$ cat config.mk
export PLATFORM = sky130hd
export DESIGN_NAME = handshake_sender
export DESIGN_NICKNAME = d
export VERILOG_FILES = /design/src/rtl/handshake_sender.sv
export SDC_FILE = /design/constraint.sdc
export NUM_CORES = 1
export LEC_CHECK = 0
export ABC_AREA = 0
export CELL_PAD_IN_SITES_DETAIL_PLACEMENT = 2
export CELL_PAD_IN_SITES_GLOBAL_PLACEMENT = 2
export CORE_MARGIN = 2
export CORE_UTILIZATION = 32
export CTS_CLUSTER_DIAMETER = 30
export DETAILED_ROUTE_END_ITERATION = 10
export DONT_BUFFER_PORTS = 1
export PLACE_DENSITY_LB_ADDON = 0.1
export SLEW_MARGIN = 20
export SYNTH_ARGS = -nofsm -noshare
export SYNTH_HDL_FRONTEND = slang
export SYNTH_SLANG_ARGS = --single-unit
$ cat constraint.sdc
create_clock -name clock -period 2.46 [get_ports clock]
set_clock_uncertainty 0.15 [all_clocks]
set_input_delay 0.369 -clock clock [delete_from_list [all_inputs] [get_ports clock]]
set_output_delay 0.369 -clock clock [all_outputs]
set_load 0.005 [all_outputs]
$ cat src/rtl/handshake_sender.sv
// handshake_sender: source-domain half of a toggle request/acknowledge
// clock-domain crossing.
//
// A word offered on write_data/write_valid is captured onto transfer_data
// and announced by toggling transfer_request. The block then waits until
// the resynchronised acknowledge toggle matches the request before it
// accepts the next word. An optional watchdog raises a sticky timeout flag
// when the acknowledge is overdue. The transfer is never aborted, so the
// request/acknowledge parity always stays consistent.
//
// Ports:
//   clock                 source-domain clock
//   resetn                synchronous active-low reset
//   write_data/valid      word offer; accepted when write_ready is high
//   write_ready           high while idle
//   transfer_data         registered word, stable while a transfer is in flight
//   transfer_request      registered request toggle
//   transfer_acknowledge  acknowledge toggle from the destination (asynchronous)
//   busy                  high while waiting for the acknowledge
//   timeout               sticky overdue flag (tied low when TIMEOUT == 0)
//   timeout_clear         single-cycle pulse that clears timeout

// synchronizer: STAGES-deep flip-flop chain that brings an asynchronous
// level into the clock domain.
//   clock/resetn  clock and synchronous active-low reset
//   d_i           asynchronous input level
//   q_o           synchronised level, STAGES cycles late
module synchronizer #(
  parameter int STAGES = 2
) (
  input  logic clock,
  input  logic resetn,
  input  logic d_i,
  output logic q_o
);

  logic [STAGES-1:0] sync_q;

  // Shift the asynchronous level through the resynchronisation chain.
  always_ff @(posedge clock) begin
    if (!resetn) begin
      sync_q <= '0;
    end else begin
      sync_q[0] <= d_i;
      for (int i = 1; i < STAGES; i++) begin
        sync_q[i] <= sync_q[i-1];
      end
    end
  end

  assign q_o = sync_q[STAGES-1];

endmodule

module handshake_sender #(
  parameter int WIDTH   = 8,
  parameter int STAGES  = 2,
  parameter int TIMEOUT = 0
) (
  input  logic             clock,
  input  logic             resetn,
  input  logic [WIDTH-1:0] write_data,
  input  logic             write_valid,
  output logic             write_ready,
  output logic [WIDTH-1:0] transfer_data,
  output logic             transfer_request,
  input  logic             transfer_acknowledge,
  output logic             busy,
  output logic             timeout,
  input  logic             timeout_clear
);

  typedef enum logic [0:0] {
    ST_IDLE     = 1'b0,
    ST_WAIT_ACK = 1'b1
  } state_e;

  state_e           state_q, state_d;
  logic             req_q, req_d;
  logic [WIDTH-1:0] data_q, data_d;
  logic             ack_sync_s;
  logic             accept_s;
  logic             waiting_s;

  synchronizer #(.STAGES(STAGES)) u_ack_sync (
    .clock  (clock),
    .resetn (resetn),
    .d_i    (transfer_acknowledge),
    .q_o    (ack_sync_s)
  );

  // A word is taken only in IDLE; WAIT_ACK ignores the write interface.
  assign accept_s  = (state_q == ST_IDLE) && write_valid;
  // Still waiting: the returned toggle has not yet caught up with ours.
  assign waiting_s = (state_q == ST_WAIT_ACK) && (ack_sync_s != req_q);

  // Next-state logic for the transfer FSM and its data/request registers.
  always_comb begin
    state_d = state_q;
    req_d   = req_q;
    data_d  = data_q;
    case (state_q)
      ST_IDLE: begin
        if (write_valid) begin
          data_d  = write_data;
          req_d   = ~req_q;
          state_d = ST_WAIT_ACK;
        end else begin
          state_d = ST_IDLE;
        end
      end
      ST_WAIT_ACK: begin
        if (ack_sync_s == req_q) begin
          state_d = ST_IDLE;
        end else begin
          state_d = ST_WAIT_ACK;
        end
      end
      default: begin
        state_d = ST_IDLE;
      end
    endcase
  end

  // State, request toggle and data registers.
  always_ff @(posedge clock) begin
    if (!resetn) begin
      state_q <= ST_IDLE;
      req_q   <= 1'b0;
      data_q  <= '0;
    end else begin
      state_q <= state_d;
      req_q   <= req_d;
      data_q  <= data_d;
    end
  end

  assign write_ready      = (state_q == ST_IDLE);
  assign busy             = (state_q == ST_WAIT_ACK);
  assign transfer_data    = data_q;
  assign transfer_request = req_q;

  if (TIMEOUT > 0) begin : g_timeout
    localparam int             CW      = $clog2(TIMEOUT + 1);
    localparam logic [CW-1:0]  CNT_MAX = CW'(TIMEOUT - 1);

    logic [CW-1:0] cnt_q, cnt_d;
    logic          to_q, to_d;
    logic          to_set_s;

    // The flag fires on the edge where the counter has already saturated
    // and the acknowledge is still outstanding, i.e. TIMEOUT edges after accept.
    assign to_set_s = waiting_s && (cnt_q == CNT_MAX);

    // Wait counter: cleared on accept, saturating count while waiting.
    always_comb begin
      cnt_d = cnt_q;
      if (accept_s) begin
        cnt_d = '0;
      end else if (waiting_s && (cnt_q != CNT_MAX)) begin
        cnt_d = cnt_q + CW'(1);
      end else begin
        cnt_d = cnt_q;
      end
    end

    // Sticky flag; a set on the same edge as a clear takes priority.
    always_comb begin
      to_d = to_q;
      if (to_set_s) begin
        to_d = 1'b1;
      end else if (timeout_clear) begin
        to_d = 1'b0;
      end else begin
        to_d = to_q;
      end
    end

    // Counter and timeout flag registers.
    always_ff @(posedge clock) begin
      if (!resetn) begin
        cnt_q <= '0;
        to_q  <= 1'b0;
      end else begin
        cnt_q <= cnt_d;
        to_q  <= to_d;
      end
    end

    assign timeout = to_q;
  end else begin : g_no_timeout
    logic unused_clear_s;
    assign unused_clear_s = timeout_clear;
    assign timeout        = 1'b0;
  end

endmodule

==> key figures <==
Run status
  • Status: finished, final reports clean

Yosys
  • Mapped Area: approximately 460 sq um
  • Sequential share of the synthesized area: 0.5189
  • Number of synthesis warnings: 0
  • Mapped Nets: 64
  • Yosys top cell by area: dfxtp_1
  • Largest cells by area after synthesis: dfxtp_1 (52%), a21boi_0 (13%), nand2_1 (13%)
  • Synthesized flop and latch total: 12
  • Top-area cell type share of the netlist area: 0.5189
  • Library cells used by synthesis: 14
  • Post-Synthesis Cells: 51
  • Mapped Avg Cell Area: slightly above 9 sq um

Timing
  • Period Utilization, post-route: 0.5282
  • RSZ-0062 raised after global routing: no
  • Fmax: between 0.7 and 0.8 GHz
  • Setup TNS: 0 ns
  • Fin. Hold Viols: 0
  • Fin crit period: about 1.3 ns
  • Final slew viol count: 0
  • Final setup vio count: 0

Global routing
  • Pin count of the biggest net entering global routing: 13
  • Vias in the first global route: around 350
  • Total GRT Usage: 0.1298
  • Global-route wire length before repair: ~1.7 mm
  • Most Crowded Layer GR: met2
  • Grt ovf: 0
  • Routing usage on met3: 0.06034
  • Initial antenna violation count: 0
  • GRT met2 Usage: 0.2375
  • Met1 usage: 0.1307

Clocking
  • Worst-Skew Late Latency: roughly 0.27 ns
  • Post-cts sizing count: 0
  • CTS tree: yes
  • Hold Buf Count CTS: 0
  • Longest Clk Path Bufs: 2
  • CTS root buffer: clkbuf_4
  • H-tree levels: 1
  • Setup repair bufs after CTS: 0
  • Num CTS Buffers: 3
  • Clk sink count: 12
  • Clock transition at the registers of the reported paths: 0.08 ns

Floorplanning
  • Core region area: between 1000 and 1500 sq um
  • I/O Pins: 25
  • Die width: about 42 um
  • Die Area: between 1500 and 2000 sq um
  • Initial Utilization: 0.3471
  • Placement row count: 13
  • Die Ht: 42.04 um

Drt
  • Total number of vias: about 320
  • Routed len/inst: roughly 16 um
  • Initial DRC Count: 0
  • Pre-antenna DRT Iters: 1
  • Routed Antenna Nets: 0
  • Vias per cell: between 4 and 5
  • Post-route DRC: 0
  • Total routed wirelength: 1.052 mm

Finish
  • Final-layout fill cell count: ~150
  • Synth-to-Final Area Change: 4.595%
  • Commonest non-fill, non-tap cell in the layout: nand2_1
  • Layout cells sized above 1: 0.09804
  • Nets: 65
  • Leading cell types in the layout, fill and taps excluded: nand2_1 (16), dfxtp_1 (12), a21boi_0 (8)
  • # diodes: 0
  • Final Util: 0.3630

Worst setup path
  • Crit path launch type: flop
  • Crit path largest cell delay: 0.43 ns
  • WP data arrival: about 1.3 ns
  • Crit. End Element: flop
  • Critical path's slowest cell: dfxtp_1
  • Critical path type: flop to flop
  • CP Max Fanout: 9
  • Critical path buffers and inverters: 0
  • Worst Path Required: about 2.5 ns
  • CP cell instances: nand2b_1 > nand2_1 > a21boi_0
  • CP delay by family, top: simple AND/OR/NAND/NOR gates

Pwr
  • PD cells: roughly 840 nW/um^2
  • Maximum vdd drop: 0.2712 mV
  • Leak: around 0.00019 uW

Place
  • Post-DP HPWL: approximately 800 um
  • Count of input and output buffers: 0
  • Final Wtd Congestion: about 0.73

Worst hold path
  • Worst min path class: primary input to flop

Flow run
  • Max-cap viol count: 0
## synth_stat cells
master / instances
and2b_2: 1
a21boi_0: 8
conb_1: 1
a21oi_1: 1
and2_1: 3
clkbuf_1: 1
nand2b_1: 1
buf_6: 2
o21ai_0: 1
nand2_1: 16
xnor2_1: 2
inv_1: 1
buf_4: 1
dfxtp_1: 12
## sequential cells by signal (all words and copies together), names as in the netlist
name,cells
transfer_data,8
busy,1
u_ack_sync.sync_q,2
transfer_request,1
## power by group
part	leakage (uW)	total, uW	internal [uW]	switching [uW]
sequential	0.0000989	220	208	12.5
clock	0.0000210	155	89.8	65.3
combinational	0.0000656	31.0	14.7	16.3
## worst paths after layout
kind                                           start  cells past startpoint                    to  slack [ns]
worst max-delay path                            busy                      3      transfer_data[4]        1.16
worst min-delay path                          resetn                      1  u_ack_sync.sync_q[1]        0.07
worst max register to register                  busy                      3      transfer_data[4]        1.16
worst min register to register  u_ack_sync.sync_q[0]                      1  u_ack_sync.sync_q[1]        0.31
## per-layer routing
layer  wire length, um  part of all wire
met5                 0                 0
met2               573              0.54
met1               404              0.38
met3                74             0.070
met4                 0                 0
## kinds of logic after synthesis
kind of cell / count (synthesis) / share of synthesized area
buffers and inverters: 5 / 0.08107
flip-flops: 12 / 0.5189
AND/OR/NAND/NOR: 21 / 0.2027
other: 1 / 0.008100
AO/OA/AOI/OAI: 10 / 0.1513
XOR/XNOR: 2 / 0.03784
## through the flow
stage	cell area, sq um	hold slack, ns	power (uW)	worst slack [ns]	std cells
3_5_place_dp	447.9	0.3015	257.6	1.150	62
4_1_cts	484.2	0.06797	412.9	1.121	66
2_1_floorplan	462.9	0.2619	255.5	1.341	51
3_3_place_gp	447.9	0.2674	252.1	1.210	62
6_report	484.2	0.07090	406.4	1.161	66
5_1_grt	484.2	0.06435	431.2	0.9919	66
## final cells by class
cell class / instances / area, sq um / share of cell area
Sequential cell: 12 / 240.2 / 0.4961
Multi-Input combinational cell: 34 / 185.2 / 0.3824
Clock buffer: 4 / 36.28 / 0.07494
Tap cell: 15 / 18.77 / 0.03876
Inverter: 1 / 3.754 / 0.007752
## worst register-to-register path: stages, from the launching register on
cell and delay (ns):
dfxtp_1 0.43, nand2b_1 0.35, nand2_1 0.11, a21boi_0 0.19
Note: power is estimated with default switching activity, not from simulation.
